===== config.mk =====
export PLATFORM = sky130hd
export DESIGN_NAME = ama_riscv_ret_trace_buf
export DESIGN_NICKNAME = d
export VERILOG_FILES = /design/src/rtl/ama_riscv_ret_trace_buf_pkg.sv /design/src/rtl/ama_riscv_ret_fifo.sv /design/src/rtl/ama_riscv_ret_trace_buf.sv
export SDC_FILE = /design/constraint.sdc
export NUM_CORES = 2
export LEC_CHECK = 0
export CORE_ASPECT_RATIO = 0.7
export CORE_MARGIN = 3
export CORE_UTILIZATION = 50
export CTS_CLUSTER_SIZE = 12
export DETAILED_ROUTE_END_ITERATION = 16
export PLACE_DENSITY = 0.66
export SYNTH_ARGS = -nofsm -noshare
export SYNTH_HDL_FRONTEND = slang
export SYNTH_HIERARCHICAL = 1
export SYNTH_SLANG_ARGS = --single-unit

===== constraint.sdc =====
create_clock -name clk -period 35.6 [get_ports clk]
set_input_delay 8.9 -clock clk [delete_from_list [all_inputs] [get_ports clk]]
set_output_delay 8.9 -clock clk [all_outputs]
set_load 0.005 [all_outputs]

===== src/rtl/ama_riscv_ret_trace_buf_pkg.sv =====
// rtl/ama_riscv_ret_trace_buf_pkg.sv - shared types and constants for the retirement trace buffer
package ama_riscv_ret_trace_buf_pkg;

  // Retired-instruction record as it sits in the FIFO and leaves on out_entry
  typedef struct packed {
    logic [31:0] inst;
    logic [31:0] pc;
    logic        branch;
    logic        taken;
    logic        bp_hit;
    logic [31:0] dmem_addr;
    logic [3:0]  dmem_size;
  } ret_trace_entry_t;

  localparam int RET_TRACE_ENTRY_W = $bits(ret_trace_entry_t);

  // Size codes below ST_BASE are loads, ST_BASE..NA-1 are stores, NA is no access
  localparam logic [3:0] DMEM_SIZE_NA      = 4'd8;
  localparam logic [3:0] DMEM_SIZE_ST_BASE = 4'd4;

  typedef enum logic [1:0] {
    RUN   = 2'd0,
    DRAIN = 2'd1,
    DONE  = 2'd2
  } ret_trace_state_t;

endpackage


===== src/rtl/ama_riscv_ret_fifo.sv =====
// rtl/ama_riscv_ret_fifo.sv - synchronous DEPTH x W FIFO with push/pop/full/empty/count
module ama_riscv_ret_fifo
  import ama_riscv_ret_trace_buf_pkg::*;
#(
  parameter int DEPTH = 16,
  parameter int W     = RET_TRACE_ENTRY_W
) (
  input  logic                     clk,
  input  logic                     rst,
  input  logic                     push,
  input  logic [W-1:0]             push_data,
  input  logic                     pop,
  output logic [W-1:0]             pop_data,
  output logic                     full,
  output logic                     empty,
  output logic [$clog2(DEPTH):0]   count
);

  localparam int AW = $clog2(DEPTH);

  logic [W-1:0]  mem_q [DEPTH];
  logic [W-1:0]  mem_d [DEPTH];
  logic [AW-1:0] wr_ptr_q, wr_ptr_d;
  logic [AW-1:0] rd_ptr_q, rd_ptr_d;
  logic [AW:0]   count_q, count_d;
  logic          do_push, do_pop;

  assign full     = (count_q == (AW+1)'(DEPTH));
  assign empty    = (count_q == '0);
  assign count    = count_q;
  // Head is zero when empty so the consumer never sees stale data
  assign pop_data = empty ? '0 : mem_q[rd_ptr_q];

  // A push into a full FIFO is only legal when the head leaves in the same cycle
  assign do_pop  = pop && !empty;
  assign do_push = push && (!full || do_pop);

  // Next-state for storage, pointers and occupancy; pointers wrap naturally at DEPTH
  always_comb begin
    mem_d    = mem_q;
    wr_ptr_d = wr_ptr_q;
    rd_ptr_d = rd_ptr_q;
    count_d  = count_q;
    if (do_push) begin
      mem_d[wr_ptr_q] = push_data;
      wr_ptr_d        = wr_ptr_q + AW'(1);
    end
    if (do_pop) begin
      rd_ptr_d = rd_ptr_q + AW'(1);
    end
    case ({do_push, do_pop})
      2'b10:   count_d = count_q + (AW+1)'(1);
      2'b01:   count_d = count_q - (AW+1)'(1);
      default: count_d = count_q;
    endcase
  end

  // Pointer and occupancy registers; reset discards any queued entries
  always_ff @(posedge clk) begin
    if (rst) begin
      wr_ptr_q <= '0;
      rd_ptr_q <= '0;
      count_q  <= '0;
    end else begin
      wr_ptr_q <= wr_ptr_d;
      rd_ptr_q <= rd_ptr_d;
      count_q  <= count_d;
    end
  end

  // Entry storage needs no reset: it is only visible through a non-empty head
  always_ff @(posedge clk) begin
    mem_q <= mem_d;
  end

endmodule


===== src/rtl/ama_riscv_ret_trace_buf.sv =====
// rtl/ama_riscv_ret_trace_buf.sv - retirement trace FIFO, commit counters and tohost end-of-test detect (option RET_TRACE_BP_EN)
module ama_riscv_ret_trace_buf
  import ama_riscv_ret_trace_buf_pkg::*;
#(
  parameter int DEPTH = 16,
  parameter int CNT_W = 32
) (
  input  logic             clk,
  input  logic             rst,
  input  logic             inst_retired,
  input  logic [31:0]      r_inst,
  input  logic [31:0]      r_pc,
  input  logic             r_branch_inst,
  input  logic             r_branch_taken,
  input  logic             r_bp_hit,
  input  logic [31:0]      r_dmem_addr,
  input  logic [3:0]       r_dmem_size,
  input  logic [31:0]      csr_tohost,
  output logic             out_valid,
  input  logic             out_ready,
  output logic [102:0]     out_entry,
  output logic [CNT_W-1:0] cnt_inst,
  output logic [CNT_W-1:0] cnt_branch,
  output logic [CNT_W-1:0] cnt_taken,
  output logic [CNT_W-1:0] cnt_bp_hit,
  output logic [CNT_W-1:0] cnt_load,
  output logic [CNT_W-1:0] cnt_store,
  output logic [CNT_W-1:0] cnt_drop,
  output logic             overflow,
  output logic             done,
  output logic [30:0]      exit_code
);

  localparam int CW = $clog2(DEPTH) + 1;

`ifdef RET_TRACE_BP_EN
  localparam logic BP_EN = 1'b1;
`else
  localparam logic BP_EN = 1'b0;
`endif

  ret_trace_state_t state_q, state_d;
  logic [30:0]      exit_code_q, exit_code_d;
  logic [CNT_W-1:0] cnt_inst_q, cnt_inst_d;
  logic [CNT_W-1:0] cnt_branch_q, cnt_branch_d;
  logic [CNT_W-1:0] cnt_taken_q, cnt_taken_d;
  logic [CNT_W-1:0] cnt_load_q, cnt_load_d;
  logic [CNT_W-1:0] cnt_store_q, cnt_store_d;
  logic [CNT_W-1:0] cnt_drop_q, cnt_drop_d;
  logic             overflow_q, overflow_d;

  ret_trace_entry_t rec;
  logic             accept, push, pop;
  logic             fifo_full, fifo_empty;
  logic [CW-1:0]    fifo_count;

  // Pack the retiring record; the bp_hit bit is only kept when prediction tracing is built in
  always_comb begin
    rec.inst      = r_inst;
    rec.pc        = r_pc;
    rec.branch    = r_branch_inst;
    rec.taken     = r_branch_taken;
    rec.bp_hit    = BP_EN & r_bp_hit;
    rec.dmem_addr = r_dmem_addr;
    rec.dmem_size = r_dmem_size;
  end

  assign out_valid = !fifo_empty;
  assign pop       = out_valid && out_ready;
  assign accept    = (state_q == RUN) && inst_retired;
  assign push      = accept && (!fifo_full || pop);

  ama_riscv_ret_fifo #(
    .DEPTH (DEPTH),
    .W     (RET_TRACE_ENTRY_W)
  ) u_fifo (
    .clk       (clk),
    .rst       (rst),
    .push      (push),
    .push_data (rec),
    .pop       (pop),
    .pop_data  (out_entry),
    .full      (fifo_full),
    .empty     (fifo_empty),
    .count     (fifo_count)
  );

  // End-of-test FSM: tohost bit 0 stops capture, then wait for the logger to empty the FIFO
  always_comb begin
    state_d     = state_q;
    exit_code_d = exit_code_q;
    case (state_q)
      RUN: begin
        if (csr_tohost[0]) begin
          state_d     = DRAIN;
          exit_code_d = csr_tohost[31:1];
        end
      end
      DRAIN: begin
        if ((fifo_count == '0) || ((fifo_count == CW'(1)) && pop)) begin
          state_d = DONE;
        end
      end
      DONE:    state_d = DONE;
      default: state_d = RUN;
    endcase
  end

  // Commit statistics: every record seen in RUN counts, whether queued or dropped
  always_comb begin
    cnt_inst_d   = cnt_inst_q;
    cnt_branch_d = cnt_branch_q;
    cnt_taken_d  = cnt_taken_q;
    cnt_load_d   = cnt_load_q;
    cnt_store_d  = cnt_store_q;
    cnt_drop_d   = cnt_drop_q;
    overflow_d   = overflow_q;
    if (accept) begin
      cnt_inst_d = cnt_inst_q + CNT_W'(1);
      if (r_branch_inst) begin
        cnt_branch_d = cnt_branch_q + CNT_W'(1);
      end
      if (r_branch_inst && r_branch_taken) begin
        cnt_taken_d = cnt_taken_q + CNT_W'(1);
      end
      if (r_dmem_size < DMEM_SIZE_ST_BASE) begin
        cnt_load_d = cnt_load_q + CNT_W'(1);
      end else if (r_dmem_size < DMEM_SIZE_NA) begin
        cnt_store_d = cnt_store_q + CNT_W'(1);
      end
      if (!push) begin
        cnt_drop_d = cnt_drop_q + CNT_W'(1);
        overflow_d = 1'b1;
      end
    end
  end

  // State, exit code and counter registers
  always_ff @(posedge clk) begin
    if (rst) begin
      state_q      <= RUN;
      exit_code_q  <= '0;
      cnt_inst_q   <= '0;
      cnt_branch_q <= '0;
      cnt_taken_q  <= '0;
      cnt_load_q   <= '0;
      cnt_store_q  <= '0;
      cnt_drop_q   <= '0;
      overflow_q   <= 1'b0;
    end else begin
      state_q      <= state_d;
      exit_code_q  <= exit_code_d;
      cnt_inst_q   <= cnt_inst_d;
      cnt_branch_q <= cnt_branch_d;
      cnt_taken_q  <= cnt_taken_d;
      cnt_load_q   <= cnt_load_d;
      cnt_store_q  <= cnt_store_d;
      cnt_drop_q   <= cnt_drop_d;
      overflow_q   <= overflow_d;
    end
  end

`ifdef RET_TRACE_BP_EN
  logic [CNT_W-1:0] cnt_bp_hit_q, cnt_bp_hit_d;

  // Correctly predicted conditional branches
  always_comb begin
    cnt_bp_hit_d = cnt_bp_hit_q;
    if (accept && r_branch_inst && r_bp_hit) begin
      cnt_bp_hit_d = cnt_bp_hit_q + CNT_W'(1);
    end
  end

  // Predictor-hit counter register
  always_ff @(posedge clk) begin
    if (rst) begin
      cnt_bp_hit_q <= '0;
    end else begin
      cnt_bp_hit_q <= cnt_bp_hit_d;
    end
  end

  assign cnt_bp_hit = cnt_bp_hit_q;
`else
  assign cnt_bp_hit = '0;
`endif

  assign cnt_inst   = cnt_inst_q;
  assign cnt_branch = cnt_branch_q;
  assign cnt_taken  = cnt_taken_q;
  assign cnt_load   = cnt_load_q;
  assign cnt_store  = cnt_store_q;
  assign cnt_drop   = cnt_drop_q;
  assign overflow   = overflow_q;
  assign exit_code  = exit_code_q;
  assign done       = (state_q == DONE);

endmodule


After elaboration in Yosys (flattened, before gate mapping):

Index checks and enable logic that the tools add are counted.

* $add $sub $neg: 10
* $mul: 0
* divide/modulo/power cells: 0
* magnitude comparators: 5
* equality and inequality tests: 8
* shifts and indexed selects: 0
* multiplexer cells: 11
* bitwise operators: 4
* reduce and logical (&&, ||, !) cells: 23

Operators with widths (count)
* $bwmux W1648: 1
* $bmux W103 S4: 1
* $demux W103 S4: 1
* $mux W103: 4
* $add A32 B1 Y32 const B: 6
* $reduce_and A2 Y1: 6
* $ge A5 B5 Y1 const B: 2
* $not A4 Y5: 2
* $pmux W5 S2: 1
* $add A4 B1 Y4 const B: 2
* $logic_and A1 B1 Y1: 8
* $pmux W2 S3: 1
* $add A5 B1 Y5 const B: 1
* $eq A5 B1 Y1 const B: 1
* $eq A5 B5 Y1 const B: 1
* $logic_not A5 Y1: 1
* $lt A5 B1 Y1 const B: 1
* $sub A5 B1 Y5 const B: 1
* $eq A2 B1 Y1 const B: 2
* $eq A2 B2 Y1 const B: 2
* $lt A4 B3 Y1 const B: 1
* $lt A4 B4 Y1 const B: 1
* $mux W2: 2
* $ne A2 B2 Y1 const B: 2
* other kinds (6): 10

* bits in registers: 1887
* bits in latches: 0
* RAM bits: 0
* memory bits (read-only): 0
* output and inout bits: 361
* word-level logic and storage cells: 89
* memories kept: 0

Logic depth before layout (Yosys ltp):

* word-level depth: 8
* gate-level depth with buffers: 17
* gate-level depth less buffers: 14

Cells and area by module:

Netlist, hierarchy kept.

By module, submodules not included
* ama_riscv_ret_fifo: times used 1, cells each 2782, area each 64385.5 um^2
* ama_riscv_ret_trace_buf: times used 1, cells each 1232, area each 10203.5 um^2

Least setup slack after synthesis:

No wires, ideal clock.

* kind: in2reg
* start: input inst_retired
* end: register u_fifo/mem_q[1442] in the netlist's numbering, enable pin
* library setup time: 691 ps
* arrival: 17121 ps
* path slack: 17788 ps
* stages: 6
* path buffers: 1
* cells stage by stage: clkbuf_1 > nand2_1 > a21oi_1 > a21boi_1 > nand2_1 > nor3_1

* cells in the longest elaborated chain, start to end: 3

RTL lines
* start, declared: RTL line ama_riscv_ret_trace_buf.sv:10 `input logic inst_retired,`
* $logic_and A1 B1 Y1: RTL line ama_riscv_ret_trace_buf.sv:70 `assign accept = (state_q == RUN) && inst_retired;`
* $logic_and A1 B1 Y1: RTL line ama_riscv_ret_trace_buf.sv:71 `assign push = accept && (!fifo_full || pop);`
* net push: RTL line ama_riscv_ret_trace_buf.sv:53 `logic accept, push, pop;`
* $logic_and A1 B1 Y1: RTL line ama_riscv_ret_fifo.sv:36 `assign do_push = push && (!full || do_pop);`
* end signal, assigned: RTL line ama_riscv_ret_fifo.sv:73 `mem_q <= mem_d;`
* end, declared: RTL line ama_riscv_ret_fifo.sv:21 `logic [W-1:0] mem_q [DEPTH];`

The timed path passes the listed nets, and every way through them passes these cells.
A chain may end at the register's enable or synchronous reset.

Final worst setup path:

* start: register u_fifo.rd_ptr_q[1]
* end: output out_entry[92]

* cells in the longest elaborated chain, start to end: 5

RTL lines
* start, declared: RTL line ama_riscv_ret_fifo.sv:24 `logic [AW-1:0] rd_ptr_q, rd_ptr_d;`
* start signal, assigned: RTL line ama_riscv_ret_fifo.sv:66 `rd_ptr_q <= rd_ptr_d;`
* $not A4 Y5 (not written as such): RTL line ama_riscv_ret_fifo.sv:32 `assign pop_data = empty ? '0 : mem_q[rd_ptr_q];`
* $bmux W103 S4: RTL line ama_riscv_ret_fifo.sv:32
* $mux W103 (not written as such) (2 in series): RTL line ama_riscv_ret_fifo.sv:32
* $mux W103: RTL line ama_riscv_ret_fifo.sv:32
* end, declared: RTL line ama_riscv_ret_trace_buf.sv:21 `output logic [102:0] out_entry,`

Every way passes these cells. The select of a mux whose other input is x is not followed.

==> flow_summary.json <==
{
  "fmax_mhz": 68.1,
  "cellPowerDensity_nw_per_um2": 65.0,
  "place.gp.congestion": 0.815,
  "grt_max_degree": 106,
  "fin_crit_sh": 0.413,
  "seq_area_frac_synth": 0.728,
  "worst_pin_slew_ns": 1.23,
  "outcome": "finished, final reports clean",
  "cts-buffers-inserted": 181,
  "crit_path_end_kind": "primary output",
  "root_buffer": "clkbuf_16",
  "track_usage": 0.235,
  "pre_cts_slack_ns": 21.23,
  "fin_crit_ns": 14.69,
  "synthAdderAreaFrac": 0.00302,
  "htree_levels": 4,
  "cts_resized": 0,
  "rows": 117,
  "cts_tree": "yes",
  "startpoint": "u_fifo/rd_ptr_q[1]",
  "synth_cell_types": 61,
  "drtIter0Drc": 3760,
  "seqCellArea_sq_um": 54300,
  "nets": 4657,
  "antenna_found_initial": 25,
  "die_h_um": 329,
  "synth_edf_count": 1648,
  "io_buffers": 466,
  "cp.required_ns": 26.70,
  "synth_compound_area_frac": 0.0442,
  "drt-pass1-iter-count": 5,
  "drv_slew": 0,
  "ys_ff_latch": 1887,
  "die_w_um": 468,
  "fillers": 10800,
  "dieArea_sq_um": 154000,
  "fp.coreArea_sq_um": 147000,
  "place_area_sq_um": 81200,
  "p_total_uw": 5610,
  "critPathLaunchType": "flip-flop",
  "grt-ovfl-total": 0,
  "max_slew_margin": 0.179,
  "cap_violations": 0,
  "hold_depth": 2,
  "ff2ff_path_depth": 9,
  "drtAntennaViolNets": 0,
  "synth_ff_type": "edfxtp_1",
  "synth_mux_area_frac": 0.139,
  "drt-total-wl_mm": 181,
  "finalHoldViolations": 0,
  "avgViaCountPerCell": 6.04,
  "syn_area_sq_um": 74600,
  "clk_latency_ns": 0.82,
  "worstPathArrival_ns": 5.79,
  "rsz0062_at_grt": "no",
  "whs_endpoint": "exit_code[0]",
  "post_cts_buffers": 0,
  "r2r_start": "u_fifo/count[2]",
  "cts.reportedPaths.clkPinSlew_ns": 0.06,
  "syn_inst": 4014,
  "cts_sinks": 1887,
  "drc": 0,
  "r2r-end": "u_fifo/mem_q[997]",
  "setup_violations": 0,
  "drive_gt1_frac": 0.174,
  "path_max_fanout": 60,
  "start_util": 0.508,
  "boundaryPins": 500,
  "cts_buffer_depth": 3,
  "final_area_sq_um": 86400,
  "grt_first_pass_wirelength_mm": 267,
  "hold_path_class": "flip-flop to flip-flop",
  "synth_top_family_by_area": "multiplexers",
  "async_reset_ff_frac": 0,
  "wl_per_cell_um": 27.6,
  "post-dp-hpwl_mm": 97.2,
  "p_leak_uw": 0.0260,
  "whs_ns": 0.452,
  "fin_ws_ns": 20.91,
  "post_synth_xor_area_fraction": 0.0196,
  "multi_input_area_sq_um": 19000,
  "grt_pass1_vias": 39300,
  "reg2reg_slack_ns": 29.29,
  "yosys.area_share.simple": 0.0450,
  "area_delta_synth_final_pct": 15.8,
  "hp-start": "exit_code[0]",
  "ctsHoldBuffers": 0,
  "dr_total_vias": 39700,
  "tns_ns": 0,
  "yosysWarnings": 6,
  "skew_ns": 0.0254,
  "peakVddDrop_uv": 90.4,
  "avgSynthCellArea_sq_um": 18.6,
  "path_class": "flip-flop to primary output"
}
-- synthesized netlist by cell type, types with 2 or more instances --
cell / count / area (sq um)
xnor2_1: 109 / 955
or4_4: 2 / 22.5
nor3_1: 54 / 270
nor4_1: 38 / 238
inv_1: 38 / 143
nor3b_1: 3 / 22.5
ha_1: 18 / 225
buf_6: 2 / 22.5
and4_1: 30 / 263
and3_1: 16 / 100
nor2_1: 210 / 788
mux2i_1: 110 / 1100
o211ai_2: 70 / 876
nand3_1: 50 / 250
buf_2: 82 / 410
buf_1: 15 / 56.3
a21o_1: 2 / 15.0
o21ai_0: 27 / 135
or3_1: 24 / 150
buf_4: 34 / 255
or4_1: 9 / 67.6
and2_1: 11 / 68.8
nand4_1: 59 / 369
buf_12: 8 / 160
dfxtp_1: 239 / 4780
edfxtp_1: 1648 / 49500
or2_2: 6 / 37.5
o211ai_1: 241 / 1810
xor2_1: 58 / 508
clkbuf_1: 140 / 526
nand2b_1: 9 / 56.3
nor2b_1: 4 / 25.0
o31ai_1: 2 / 15.0
mux4_2: 412 / 9280
nand2_1: 143 / 537
a21oi_1: 66 / 330
-- cells by family after synthesis --
group                      after synthesis
buffers and inverters                  320
DFF                                   1887
xor gates and xnor gates               167
adders and majority gates               18
other                                    1
AOI/OAI and AO/OA                      420
muxes                                  523
and+or+nand+nor                        678
-- stage by stage --
stage                      util  cells
after floorplan               -   4061
after global placement    0.553   6280
after detailed placement  0.553   6280
after CTS                 0.588   6557
after global routing      0.588   6566
final                     0.588   6575
-- per-layer routing --
metal	up-vias	track usage	share of wire
met2	1336	0.363	0.47
met1	21000	0.345	0.44
met3	263	0.0407	0.063
met5	-	0	0.00031
met4	8	0.0719	0.025
li1	17100	-	-
-- cells in the final DEF (no fill, tap or decap), types with 38 or more instances in the layout --
cell type,n
edfxtp_1,1648
clkdlybuf4s50_1,465
mux4_2,412
o211ai_1,241
dfxtp_1,235
nor2_1,198
clkbuf_16,182
nand2_1,143
mux2i_1,110
xnor2_1,109
buf_4,70
o211ai_2,70
a21oi_1,66
clkbuf_1,64
nand4_1,59
xor2_1,58
nand3_1,50
nor3_1,50
conb_1,48
inv_1,38
nor4_1,38
-- power breakdown --
part | leakage [uW] | total (uW) | switching [uW] | internal (uW)
Sequential | 0.0168 | 2540 | 47.4 | 2490
Combinational | 0.00674 | 1320 | 768 | 557
Clock | 0.00250 | 1750 | 792 | 955
-- layout make-up --
cell class | count | area share
Multi-Input combinational cell | 1854 | 0.220
Antenna cell | 18 | 0.000522
Tap cell | 1963 | 0.0284
Clock inverter | 25 | 0.00348
Clock buffer | 252 | 0.0564
Timing Repair Buffer | 538 | 0.0606
Sequential cell | 1887 | 0.629
Inverter | 38 | 0.00165
-- critical path: stages (launching register included) --
cell	delay, ns
dfxtp_4	0.78
buf_4	0.68
buf_4	0.89
buf_4	0.89
mux4_2	0.63
mux2i_1	0.32
o211ai_2	0.13
clkdlybuf4s50_1	0.50
-- state kept, by name, indices dropped and copies added, names as in the netlist --
name and flops:
cnt_load 32, u_fifo/mem_q 1648, cnt_store 32, u_fifo/wr_ptr_q 4
exit_code 31, cnt_inst 32, cnt_taken 32, u_fifo/rd_ptr_q 4
state_q 2, overflow 1, u_fifo/count 5, cnt_drop 32
cnt_branch 32
-- worst max-delay path by stage --
| stage | endpoint | slack [ns] | cells after the start |
|---|---|---|---|
| 2_1_floorplan | u_fifo/mem_q[1442] | 17.79 | 6 |
| 3_3_place_gp | u_fifo/mem_q[996] | 21.21 | 9 |
| 3_5_place_dp | u_fifo/mem_q[1002] | 21.23 | 9 |
| 4_1_cts | out_entry[92] | 20.72 | 7 |
| 5_1_grt | out_entry[92] | 20.46 | 7 |
| 6_report | out_entry[92] | 20.91 | 7 |
Note: power is estimated with default switching activity, not from simulation.
